### src/rtl/mips_pipe_defs_pkg.sv
// Shared MIPS pipeline definitions: datapath widths, ALUOp classes, control bundle, zero register.
package mips_pipe_defs;

  localparam int DATA_W = 32;
  localparam int REG_AW = 5;

  localparam logic [REG_AW-1:0] REG_ZERO = 5'd0;

  typedef enum logic [1:0] {
    ALUOP_ADD   = 2'b00,
    ALUOP_SUB   = 2'b01,
    ALUOP_RTYPE = 2'b10,
    ALUOP_IMM   = 2'b11
  } alu_op_e;

  typedef struct packed {
    logic       reg_dst;
    logic       alu_src;
    logic       mem_read;
    logic       mem_write;
    logic       memto_reg;
    logic       reg_write;
    logic [1:0] alu_op;
  } ctrl_t;

  localparam ctrl_t CTRL_NOP = 8'h00;

  // Destination register chosen by EX: rd for R-type, rt otherwise.
  function automatic logic [REG_AW-1:0] write_reg(input logic reg_dst,
                                                  input logic [REG_AW-1:0] rd,
                                                  input logic [REG_AW-1:0] rt);
    return reg_dst ? rd : rt;
  endfunction

endpackage

### src/rtl/id_ex_stage_reg_if.sv
// ID-side inputs and EX-side outputs of the ID/EX register; master drives ID, slave is the stage.
interface id_ex_if
  import mips_pipe_defs::*;
#(
  parameter int DW = DATA_W,
  parameter int AW = REG_AW
);
  logic [AW-1:0] ID_rs, ID_rt, ID_rd;
  logic          ID_UsesRt;
  logic [DW-1:0] ID_ReadData1, ID_ReadData2, ID_Imm;
  logic          ID_RegDst, ID_ALUSrc, ID_MemRead, ID_MemWrite, ID_MemtoReg, ID_RegWrite;
  logic [1:0]    ID_ALUOp;
  logic          Flush;

  logic [AW-1:0] EX_rs, EX_rt, EX_rd;
  logic [DW-1:0] EX_ReadData1, EX_ReadData2, EX_Imm;
  logic          EX_RegDst, EX_ALUSrc, EX_MemRead, EX_MemWrite, EX_MemtoReg, EX_RegWrite;
  logic [1:0]    EX_ALUOp;
  logic [AW-1:0] EX_WriteRegister;
  logic          Stall;

  modport master (
    output ID_rs, ID_rt, ID_rd, ID_UsesRt, ID_ReadData1, ID_ReadData2, ID_Imm,
           ID_RegDst, ID_ALUSrc, ID_MemRead, ID_MemWrite, ID_MemtoReg, ID_RegWrite,
           ID_ALUOp, Flush,
    input  EX_rs, EX_rt, EX_rd, EX_ReadData1, EX_ReadData2, EX_Imm,
           EX_RegDst, EX_ALUSrc, EX_MemRead, EX_MemWrite, EX_MemtoReg, EX_RegWrite,
           EX_ALUOp, EX_WriteRegister, Stall
  );

  modport slave (
    input  ID_rs, ID_rt, ID_rd, ID_UsesRt, ID_ReadData1, ID_ReadData2, ID_Imm,
           ID_RegDst, ID_ALUSrc, ID_MemRead, ID_MemWrite, ID_MemtoReg, ID_RegWrite,
           ID_ALUOp, Flush,
    output EX_rs, EX_rt, EX_rd, EX_ReadData1, EX_ReadData2, EX_Imm,
           EX_RegDst, EX_ALUSrc, EX_MemRead, EX_MemWrite, EX_MemtoReg, EX_RegWrite,
           EX_ALUOp, EX_WriteRegister, Stall
  );
endinterface

### src/rtl/id_ex_stage_reg_load_use_detect.sv
// Combinational load-use hazard detection: a load in EX whose rt is consumed by the ID instruction.
module load_use_detect
  import mips_pipe_defs::*;
(
  input  logic              ex_mem_read_i,
  input  logic [REG_AW-1:0] ex_rt_i,
  input  logic [REG_AW-1:0] id_rs_i,
  input  logic [REG_AW-1:0] id_rt_i,
  input  logic              id_uses_rt_i,
  input  logic              flush_i,
  output logic              hz_o,
  output logic              stall_o
);

  // A flushed ID instruction is discarded, so it never needs to wait.
  always_comb begin
    hz_o    = ex_mem_read_i & (ex_rt_i != REG_ZERO) &
              ((ex_rt_i == id_rs_i) | (id_uses_rt_i & (ex_rt_i == id_rt_i)));
    stall_o = hz_o & ~flush_i;
  end

endmodule

### src/rtl/id_ex_stage_reg.sv
// ID/EX pipeline register with load-use stall and bubble insertion.
// Optional HAZARD_STATS_EN adds saturating StallCount/FlushCount outputs.
module id_ex_stage_reg
  import mips_pipe_defs::*;
#(
  parameter int DW = DATA_W,
  parameter int AW = REG_AW
)(
  input  logic        clk,
  input  logic        reset,
`ifdef HAZARD_STATS_EN
  output logic [15:0] StallCount,
  output logic [15:0] FlushCount,
`endif
  id_ex_if.slave      bus
);

  logic [AW-1:0] rs_q, rt_q, rd_q, rs_d, rt_d, rd_d;
  logic [DW-1:0] rd1_q, rd2_q, imm_q, rd1_d, rd2_d, imm_d;
  ctrl_t         ctrl_q, ctrl_d;
  logic          hz_s, stall_nf_s, stall_s;

  load_use_detect u_lud (
    .ex_mem_read_i (ctrl_q.mem_read),
    .ex_rt_i       (rt_q),
    .id_rs_i       (bus.ID_rs),
    .id_rt_i       (bus.ID_rt),
    .id_uses_rt_i  (bus.ID_UsesRt),
    .flush_i       (bus.Flush),
    .hz_o          (hz_s),
    .stall_o       (stall_nf_s)
  );

  assign stall_s = stall_nf_s & ~reset;

  // Flush or hazard both yield an all-zero bubble; otherwise take the ID fields.
  always_comb begin
    rs_d   = bus.ID_rs;
    rt_d   = bus.ID_rt;
    rd_d   = bus.ID_rd;
    rd1_d  = bus.ID_ReadData1;
    rd2_d  = bus.ID_ReadData2;
    imm_d  = bus.ID_Imm;
    ctrl_d = '{reg_dst:   bus.ID_RegDst,   alu_src:   bus.ID_ALUSrc,
               mem_read:  bus.ID_MemRead,  mem_write: bus.ID_MemWrite,
               memto_reg: bus.ID_MemtoReg, reg_write: bus.ID_RegWrite,
               alu_op:    bus.ID_ALUOp};
    if (bus.Flush || hz_s) begin
      rs_d   = '0;
      rt_d   = '0;
      rd_d   = '0;
      rd1_d  = '0;
      rd2_d  = '0;
      imm_d  = '0;
      ctrl_d = CTRL_NOP;
    end
  end

  always_ff @(posedge clk) begin
    if (reset) begin
      rs_q   <= '0;
      rt_q   <= '0;
      rd_q   <= '0;
      rd1_q  <= '0;
      rd2_q  <= '0;
      imm_q  <= '0;
      ctrl_q <= CTRL_NOP;
    end else begin
      rs_q   <= rs_d;
      rt_q   <= rt_d;
      rd_q   <= rd_d;
      rd1_q  <= rd1_d;
      rd2_q  <= rd2_d;
      imm_q  <= imm_d;
      ctrl_q <= ctrl_d;
    end
  end

  assign bus.EX_rs            = rs_q;
  assign bus.EX_rt            = rt_q;
  assign bus.EX_rd            = rd_q;
  assign bus.EX_ReadData1     = rd1_q;
  assign bus.EX_ReadData2     = rd2_q;
  assign bus.EX_Imm           = imm_q;
  assign bus.EX_RegDst        = ctrl_q.reg_dst;
  assign bus.EX_ALUSrc        = ctrl_q.alu_src;
  assign bus.EX_MemRead       = ctrl_q.mem_read;
  assign bus.EX_MemWrite      = ctrl_q.mem_write;
  assign bus.EX_MemtoReg      = ctrl_q.memto_reg;
  assign bus.EX_RegWrite      = ctrl_q.reg_write;
  assign bus.EX_ALUOp         = ctrl_q.alu_op;
  assign bus.EX_WriteRegister = write_reg(ctrl_q.reg_dst, rd_q, rt_q);
  assign bus.Stall            = stall_s;

`ifdef HAZARD_STATS_EN
  logic [15:0] stall_cnt_q, flush_cnt_q;

  // Saturating event counters; reset has priority over counting.
  always_ff @(posedge clk) begin
    if (reset) begin
      stall_cnt_q <= 16'd0;
      flush_cnt_q <= 16'd0;
    end else begin
      if (stall_s && (stall_cnt_q != 16'hFFFF)) stall_cnt_q <= stall_cnt_q + 16'd1;
      if (bus.Flush && (flush_cnt_q != 16'hFFFF)) flush_cnt_q <= flush_cnt_q + 16'd1;
    end
  end

  assign StallCount = stall_cnt_q;
  assign FlushCount = flush_cnt_q;
`endif

endmodule
### src/flat_wrapper.sv
// flat-port wrapper written by rule: the top's interface ports become plain ports
module id_ex_stage_reg_flat import mips_pipe_defs::*;
#(
  parameter int DW = DATA_W,
  parameter int AW = REG_AW
)
  (clk, reset, bus_ID_rs, bus_ID_rt, bus_ID_rd, bus_ID_UsesRt, bus_ID_ReadData1, bus_ID_ReadData2, bus_ID_Imm, bus_ID_RegDst, bus_ID_ALUSrc, bus_ID_MemRead, bus_ID_MemWrite, bus_ID_MemtoReg, bus_ID_RegWrite, bus_ID_ALUOp, bus_Flush, bus_EX_rs, bus_EX_rt, bus_EX_rd, bus_EX_ReadData1, bus_EX_ReadData2, bus_EX_Imm, bus_EX_RegDst, bus_EX_ALUSrc, bus_EX_MemRead, bus_EX_MemWrite, bus_EX_MemtoReg, bus_EX_RegWrite, bus_EX_ALUOp, bus_EX_WriteRegister, bus_Stall);
  id_ex_if #(.DW(DW), .AW(AW)) bus_i ();
  input  logic clk;
  input  logic reset;
  input wire logic [$bits(bus_i.ID_rs)-1:0] bus_ID_rs;
  input wire logic [$bits(bus_i.ID_rt)-1:0] bus_ID_rt;
  input wire logic [$bits(bus_i.ID_rd)-1:0] bus_ID_rd;
  input wire logic [$bits(bus_i.ID_UsesRt)-1:0] bus_ID_UsesRt;
  input wire logic [$bits(bus_i.ID_ReadData1)-1:0] bus_ID_ReadData1;
  input wire logic [$bits(bus_i.ID_ReadData2)-1:0] bus_ID_ReadData2;
  input wire logic [$bits(bus_i.ID_Imm)-1:0] bus_ID_Imm;
  input wire logic [$bits(bus_i.ID_RegDst)-1:0] bus_ID_RegDst;
  input wire logic [$bits(bus_i.ID_ALUSrc)-1:0] bus_ID_ALUSrc;
  input wire logic [$bits(bus_i.ID_MemRead)-1:0] bus_ID_MemRead;
  input wire logic [$bits(bus_i.ID_MemWrite)-1:0] bus_ID_MemWrite;
  input wire logic [$bits(bus_i.ID_MemtoReg)-1:0] bus_ID_MemtoReg;
  input wire logic [$bits(bus_i.ID_RegWrite)-1:0] bus_ID_RegWrite;
  input wire logic [$bits(bus_i.ID_ALUOp)-1:0] bus_ID_ALUOp;
  input wire logic [$bits(bus_i.Flush)-1:0] bus_Flush;
  output wire logic [$bits(bus_i.EX_rs)-1:0] bus_EX_rs;
  output wire logic [$bits(bus_i.EX_rt)-1:0] bus_EX_rt;
  output wire logic [$bits(bus_i.EX_rd)-1:0] bus_EX_rd;
  output wire logic [$bits(bus_i.EX_ReadData1)-1:0] bus_EX_ReadData1;
  output wire logic [$bits(bus_i.EX_ReadData2)-1:0] bus_EX_ReadData2;
  output wire logic [$bits(bus_i.EX_Imm)-1:0] bus_EX_Imm;
  output wire logic [$bits(bus_i.EX_RegDst)-1:0] bus_EX_RegDst;
  output wire logic [$bits(bus_i.EX_ALUSrc)-1:0] bus_EX_ALUSrc;
  output wire logic [$bits(bus_i.EX_MemRead)-1:0] bus_EX_MemRead;
  output wire logic [$bits(bus_i.EX_MemWrite)-1:0] bus_EX_MemWrite;
  output wire logic [$bits(bus_i.EX_MemtoReg)-1:0] bus_EX_MemtoReg;
  output wire logic [$bits(bus_i.EX_RegWrite)-1:0] bus_EX_RegWrite;
  output wire logic [$bits(bus_i.EX_ALUOp)-1:0] bus_EX_ALUOp;
  output wire logic [$bits(bus_i.EX_WriteRegister)-1:0] bus_EX_WriteRegister;
  output wire logic [$bits(bus_i.Stall)-1:0] bus_Stall;
  assign bus_i.ID_rs = bus_ID_rs;
  assign bus_i.ID_rt = bus_ID_rt;
  assign bus_i.ID_rd = bus_ID_rd;
  assign bus_i.ID_UsesRt = bus_ID_UsesRt;
  assign bus_i.ID_ReadData1 = bus_ID_ReadData1;
  assign bus_i.ID_ReadData2 = bus_ID_ReadData2;
  assign bus_i.ID_Imm = bus_ID_Imm;
  assign bus_i.ID_RegDst = bus_ID_RegDst;
  assign bus_i.ID_ALUSrc = bus_ID_ALUSrc;
  assign bus_i.ID_MemRead = bus_ID_MemRead;
  assign bus_i.ID_MemWrite = bus_ID_MemWrite;
  assign bus_i.ID_MemtoReg = bus_ID_MemtoReg;
  assign bus_i.ID_RegWrite = bus_ID_RegWrite;
  assign bus_i.ID_ALUOp = bus_ID_ALUOp;
  assign bus_i.Flush = bus_Flush;
  assign bus_EX_rs = bus_i.EX_rs;
  assign bus_EX_rt = bus_i.EX_rt;
  assign bus_EX_rd = bus_i.EX_rd;
  assign bus_EX_ReadData1 = bus_i.EX_ReadData1;
  assign bus_EX_ReadData2 = bus_i.EX_ReadData2;
  assign bus_EX_Imm = bus_i.EX_Imm;
  assign bus_EX_RegDst = bus_i.EX_RegDst;
  assign bus_EX_ALUSrc = bus_i.EX_ALUSrc;
  assign bus_EX_MemRead = bus_i.EX_MemRead;
  assign bus_EX_MemWrite = bus_i.EX_MemWrite;
  assign bus_EX_MemtoReg = bus_i.EX_MemtoReg;
  assign bus_EX_RegWrite = bus_i.EX_RegWrite;
  assign bus_EX_ALUOp = bus_i.EX_ALUOp;
  assign bus_EX_WriteRegister = bus_i.EX_WriteRegister;
  assign bus_Stall = bus_i.Stall;
  id_ex_stage_reg #(.DW(DW), .AW(AW)) u_core (.clk(clk), .reset(reset), .bus(bus_i));
endmodule
### config.mk
export PLATFORM = sky130hd
export DESIGN_NAME = id_ex_stage_reg_flat
export DESIGN_NICKNAME = d
export VERILOG_FILES = /design/src/rtl/mips_pipe_defs_pkg.sv /design/src/rtl/id_ex_stage_reg_if.sv /design/src/rtl/id_ex_stage_reg_load_use_detect.sv /design/src/rtl/id_ex_stage_reg.sv /design/src/flat_wrapper.sv
export SDC_FILE = /design/constraint.sdc
export NUM_CORES = 1
export LEC_CHECK = 0
export ABC_AREA = 1
export BUFFER_PORTS_ARGS = -buffer_cell sky130_fd_sc_hd__buf_4
export CAP_MARGIN = 5
export CORE_UTILIZATION = 41
export DETAILED_ROUTE_END_ITERATION = 6
export PLACE_DENSITY = 0.9
export SYNTH_ARGS = -nofsm -noshare
export SYNTH_HDL_FRONTEND = slang
export SYNTH_SLANG_ARGS = --single-unit
### constraint.sdc
create_clock -name clk -period 1.6 [get_ports clk]
set_clock_uncertainty 0.2 [all_clocks]
set_input_delay 0.32 -clock clk [delete_from_list [all_inputs] [get_ports clk]]
set_output_delay 0.32 -clock clk [all_outputs]
set_load 0.01 [all_outputs]
# --- Yosys cells after proc, flatten, opt, wreduce, memory -nomap -nowiden ---
# Index checks and enable logic that the tools add are counted.
word_totals:
  memories: 0
  output_inout_bits: 125
  ramBits: 0
  latchBits: 0
  word_cells: 27
  ff_bits: 119
  rom_bits: 0
classes:
  n_div: 0
  multipliers: 0
  n_mux: 1
  add_sub_neg: 0
  bitwise_logic: 8
  n_reduce_logical: 3
  magnitude_cmp: 0
  n_eq_ne: 2
  n_shift: 0
op_table:
  columns: ["cell", "n"]
  rows:
  - ["$eq A5 B5 Y1", 2]
  - ["$and A1 B1 Y1", 5]
  - ["$mux W5", 1]
  - ["$reduce_bool A5 Y1", 1]
  - ["$not A1 Y1", 2]
  - ["$reduce_or A2 Y1", 1]
  - ["$logic_or A1 B1 Y1", 1]
  - ["$or A1 B1 Y1", 1]

# --- Depth between registers and ports, before layout ---
depth:
  ltp_word: 6
  ltp_mapped: 11
  depth_no_buf: 9

# --- Modules after synthesis ---
# From an unflattened synthesis, not the netlist that was laid out.
hier_totals:
  cells_unflattened: 448
  area_unflattened_um2: 3732.3
by_module_without_submodules:
  columns: ["module", "n_inst", "cells_each", "area_per_inst_um2"]
  rows:
  - ["id_ex_stage_reg", 1, 391, 3503.4]
  - ["load_use_detect", 1, 57, 229.0]

# --- Worst setup path before layout ---
# Ideal clock, no wire load.
synth_path:
  kind: "flip-flop to flip-flop"
  startpoint: "register u_core.rt_q[1] (netlist: u_core.bus.EX_rt[1])"
  endpoint: "register u_core.rs_q[0] (netlist: u_core.bus.EX_rs[0])"
  slack_ns: 0.043
  n_path_buf: 2
  required_ns: 1.289
  period_less_slack_ns: 1.557
  path_stages_with_launch: 12
  arrival_ns: 1.246
  cell_sequence: "dfxtp_1 inv_1 nand2_1 nand2_1 nor2_1 nand3_1 nand2_1 nand2_1 nand2_1 buf_6 buf_6 nor2_1"
synth_between:
  elab_chain_cells: 6
  elab_cells_between_ends: 9
synth_rtl:
  columns: ["item", "line", "rtl"]
  rows:
  - ["start, declared", "id_ex_stage_reg.sv:18", "logic [AW-1:0] rs_q, rt_q, rd_q, rs_d, rt_d, rd_d;"]
  - ["start signal, assigned", "id_ex_stage_reg.sv:70", "rt_q <= rt_d;"]
  - ["$eq A5 B5 Y1", "id_ex_stage_reg_load_use_detect.sv:18", "((ex_rt_i == id_rs_i) | (id_uses_rt_i & (ex_rt_i == id_rt_i)));"]
  - ["$and A1 B1 Y1", "id_ex_stage_reg_load_use_detect.sv:18", null]
  - ["$or A1 B1 Y1", "id_ex_stage_reg_load_use_detect.sv:18", null]
  - ["$and A1 B1 Y1 (*)", "id_ex_stage_reg_load_use_detect.sv:17", "hz_o = ex_mem_read_i & (ex_rt_i != REG_ZERO) &"]
  - ["$logic_or A1 B1 Y1 (*)", "id_ex_stage_reg.sv:48", "if (bus.Flush || hz_s) begin"]
  - ["$reduce_or A2 Y1 (no line) (*)", null, null]
  - ["end signal, assigned", "id_ex_stage_reg.sv:69", "rs_q <= rs_d;"]
  - ["end, declared", "id_ex_stage_reg.sv:18", null]
# Mark *: on every way between the ends. The rest lies on a longest branch, timed or not.
# A chain may end at the register's enable or synchronous reset.

# --- Final worst setup path ---
layout_path:
  startpoint: "register u_core.rt_q[4] (netlist: u_core.bus.EX_rt[4])"
  endpoint: "output bus_Stall"
layout_between:
  elab_chain_cells: 6
  elab_cells_between_ends: 9
layout_rtl:
  columns: ["item", "line", "rtl"]
  rows:
  - ["$eq A5 B5 Y1", "id_ex_stage_reg_load_use_detect.sv:18", null]
  - ["$and A1 B1 Y1", "id_ex_stage_reg_load_use_detect.sv:18", null]
  - ["$or A1 B1 Y1", "id_ex_stage_reg_load_use_detect.sv:18", null]
  - ["$and A1 B1 Y1 (*)", "id_ex_stage_reg_load_use_detect.sv:17", null]
  - ["$and A1 B1 Y1 (*)", "id_ex_stage_reg_load_use_detect.sv:19", "stall_o = hz_o & ~flush_i;"]
  - ["$and A1 B1 Y1 (*)", "id_ex_stage_reg.sv:34", "assign stall_s = stall_nf_s & ~reset;"]
  - ["end, declared", "flat_wrapper.sv:40", "output wire logic [$bits(bus_i.Stall)-1:0] bus_Stall;"]
# Marks and branches as above.

==> summary.txt <==
Outcome
  • Outcome: complete, but fails checks
  • Failing checks: DRC, setup timing

Detailed routing
  • ANT nets after route: 0
  • Routed wire length: 21750 um
  • Routed vias/inst: 5.074
  • Iter 0 DRT Violations: 291
  • Post-DR wirelength/cell: 22.53 um
  • First drt pass iteration count: 7
  • Via count: 4896
  • # DRC: 18

Synth
  • EDFF count, synth: 0
  • Most numerous cell in the Yosys netlist: nor2_1
  • Mapped Cells: 430
  • Fraction of registers with async set/reset: 0%
  • Post-Synth XOR/XNOR Area: 0.2392%
  • Yosys cell types: 11
  • Top cells by area, synth: dfxtp_1, nor2_1, inv_1
  • Synth Area in Compound Gates: 0.8202%
  • Synthesized cell area: 3661 um^2
  • Area share of the largest cell type after synthesis: 65.07%
  • Synth Area in Adders: 0%
  • Commonest cells post-synth: nor2_1, inv_1, dfxtp_1
  • Largest family of logic cells by synthesized area: simple AND/OR/NAND/NOR gates
  • Seq/Total Area, Yosys: 65.07%
  • Syn_area_per_cell: 8.514 um^2
  • Simple-gate area share of the yosys netlist: 16.95%
  • #FFs+latches synth: 119
  • Cell taking the most area after synthesis: dfxtp_1
  • Post-Syn Nets: 553
  • YS warnings: 0
  • Ys flop type: dfxtp_1
  • Mux share of post-synthesis cell area: 0%

Clock network
  • Worst-skew pair later-pin latency: 0.51 ns
  • Clock transition at the registers of the reported paths: 0.06 ns
  • CTS sink count: 119
  • Root buffer cell: clkbuf_8
  • TritonCTS Buffers: 17
  • CTS tree: done
  • H-tree Lvls: 4
  • Clock buffer depth: 2

Layout
  • Multi-input combinational cell area: 850.8 um^2
  • Synth-to-layout area growth: 123.2%
  • Final nets: 966
  • Seq. cell area: 2402 um^2
  • # fillers: 259
  • Layout cells sized above 1: 43.34%

Floorplanning
  • Ports: 248
  • Core Region: 8678 um^2
  • Die ar.: 9311 um^2
  • Initial Util: 42.19%
  • Die width: 96.50 um
  • Num rows: 34
  • Die height: 96.50 um

Power and ir drop
  • Logic pwr share: 15.1%
  • Pwr Total: 8.599 mW
  • P_sw: 2.188 mW
  • Seq pwr share: 36.6%
  • Leak: 4.411 nW
  • PwrDens: 1052 nW/um^2
  • Internal: 6.411 mW
  • Part of the power in the clock network: 48.3%
  • Maximum vdd drop: 980.8 uV
  • Sw frac: 25.45%

Job
  • Max Cap Viol: 0

STA
  • WHS: 0.2861 ns
  • Worst setup margin: -0.6742 ns
  • Final setup vio count: 129
  • Min Tclk post-route: 2.274 ns
  • Worst slew pin tran: 0.3300 ns
  • Max Clk Rate: 439.7 MHz
  • Final period util: 142.1%
  • Final Slew Violations: 0
  • RSZ-0062 raised after global routing: yes
  • Final hold violations: 0
  • Rel. slew slack: 77.97%

Critical path
  • Setup crit start kind: register
  • CP max FO: 5
  • FF-to-FF End: u_core.bus.EX_Imm[16]
  • WP data arrival: 1.75 ns
  • Endpoint class of the critical path: output pin
  • FF-to-FF path depth: 10
  • Reg2Reg Setup Slack: -0.48 ns
  • Crit path kind: reg2out
  • Worst Setup SP: u_core.bus.EX_rt[4]
  • CP required: 1.08 ns
  • Reg2reg start: u_core.bus.EX_rt[1]

Place
  • Gpl congestion: 0.8418
  • DP HPWL: 7569 um
  • PortBufs: 247

GRT
  • First-pass GRT wire length: 22140 um
  • Remaining Overflow, GRT: 0
  • Initial antenna violation count: 2
  • All-Layer GR Usage: 33.14%
  • Largest net degree at the start of global routing: 30
  • Number of global-route vias before repair: 4480

Worst hold path
  • Hold_sp: reset
  • Worst min path class: in2reg
  • Hold Crit Depth: 6
  • WHS Endpoint: u_core.bus.EX_ReadData2[17]
repair_timing:
| action | 4_1_cts | 5_1_grt |
|---|---|---|
| gates cloned | 1 | 17 |
| resized for setup | 29 | 65 |
| setup buffers | 1 | 9 |
| pin swaps | 3 | 15 |
| hold endpoints to repair | 119 | 0 |
| hold buffers | 119 | 0 |
| setup endpoints to repair | 129 | 129 |
worst max-delay path by stage:
stage / slack, ns / end
floorplan: 0.04 / u_core.bus.EX_rs[0]
global placement: -0.08 / bus_Stall
detailed placement: -0.14 / u_core.bus.EX_ALUOp[0]
CTS: -0.56 / bus_Stall
global route: -0.73 / bus_Stall
finish: -0.67 / bus_Stall
per-layer routing:
metal / vias to the layer above / track usage, % / wire length (um)
met5: - / 0 / 13
met4: 2 / 22.92 / 1944
met3: 190 / 9.781 / 2404
met2: 450 / 64.03 / 10880
met1: 2226 / 28.78 / 6504
li1: 2028 / - / -
state kept, by name, indices dropped and copies added (netlist names):
| name | flops |
|---|---|
| u_core.bus.EX_ReadData1 | 32 |
| u_core.bus.EX_ReadData2 | 32 |
| u_core.bus.EX_MemWrite | 1 |
| u_core.bus.EX_rt | 5 |
| u_core.bus.EX_MemtoReg | 1 |
| u_core.bus.EX_Imm | 32 |
| u_core.bus.EX_RegDst | 1 |
| u_core.bus.EX_ALUSrc | 1 |
| u_core.bus.EX_ALUOp | 2 |
| u_core.bus.EX_RegWrite | 1 |
| u_core.bus.EX_rs | 5 |
| u_core.bus.EX_MemRead | 1 |
| u_core.bus.EX_rd | 5 |
layout make-up:
cell class / instances / area share [%]
diodes: 1 / 0.03062
clock buffers: 19 / 5.282
clock inverters: 13 / 2.389
inverters: 126 / 5.910
multi-input cells: 174 / 10.41
flip-flops and latches: 119 / 29.40
well taps: 108 / 1.654
repair buffers: 405 / 44.92
through the flow:
stage                     cells  worst slack (ns)  util [%]  TNS, ns  area, um^2
after global routing        964           -0.7328     94.13   -47.78        8169
after detailed placement    786           -0.1398     65.24   -11.54        5662
after floorplan             430           0.04344         -        0        3661
after global placement      786          -0.08044     65.24   -5.077        5662
after CTS                   938           -0.5624     87.21   -5.388        7569
final                       965           -0.6742     94.16   -42.55        8172
power by group through the flow:
stage | combinational (mW) | sequential (mW) | clock, mW
after global placement | 0.715 | 3.19 | 0
final | 1.29 | 3.15 | 4.16
after CTS | 0.999 | 3.13 | 4.03
after floorplan | 0.201 | 3.25 | 0
after global routing | 1.35 | 3.15 | 4.30
after detailed placement | 0.738 | 3.19 | 0
cell families after synthesis:
| family | Yosys count |
|---|---|
| AND/OR/NAND/NOR | 164 |
| buffers and inverters | 140 |
| AO/OA/AOI/OAI | 6 |
| XOR/XNOR | 1 |
| flip-flops | 119 |
cells in the final DEF, fill, tap and decap left out, drive strengths merged:
cell,n
clkinv,3
nand3,2
nand2,37
bufinv,4
clkbuf,29
nand4,1
dfxtp,119
diode,1
buf,276
inv,129
nor2,127
xnor2,1
o21ai,6
dlygate4sd3,119
clkinvlp,3
worst max-delay path: stages, from the launching register on:
cell and delay, ns:
dfxtp_4 0.38, inv_4 0.05, nand2_1 0.07, nand2_1 0.10
nor2_1 0.15, nand3_1 0.09, nand2_1 0.09, nand2_2 0.09
nor2_1 0.11, buf_4 0.13
Power figures use the tool's default switching activity.
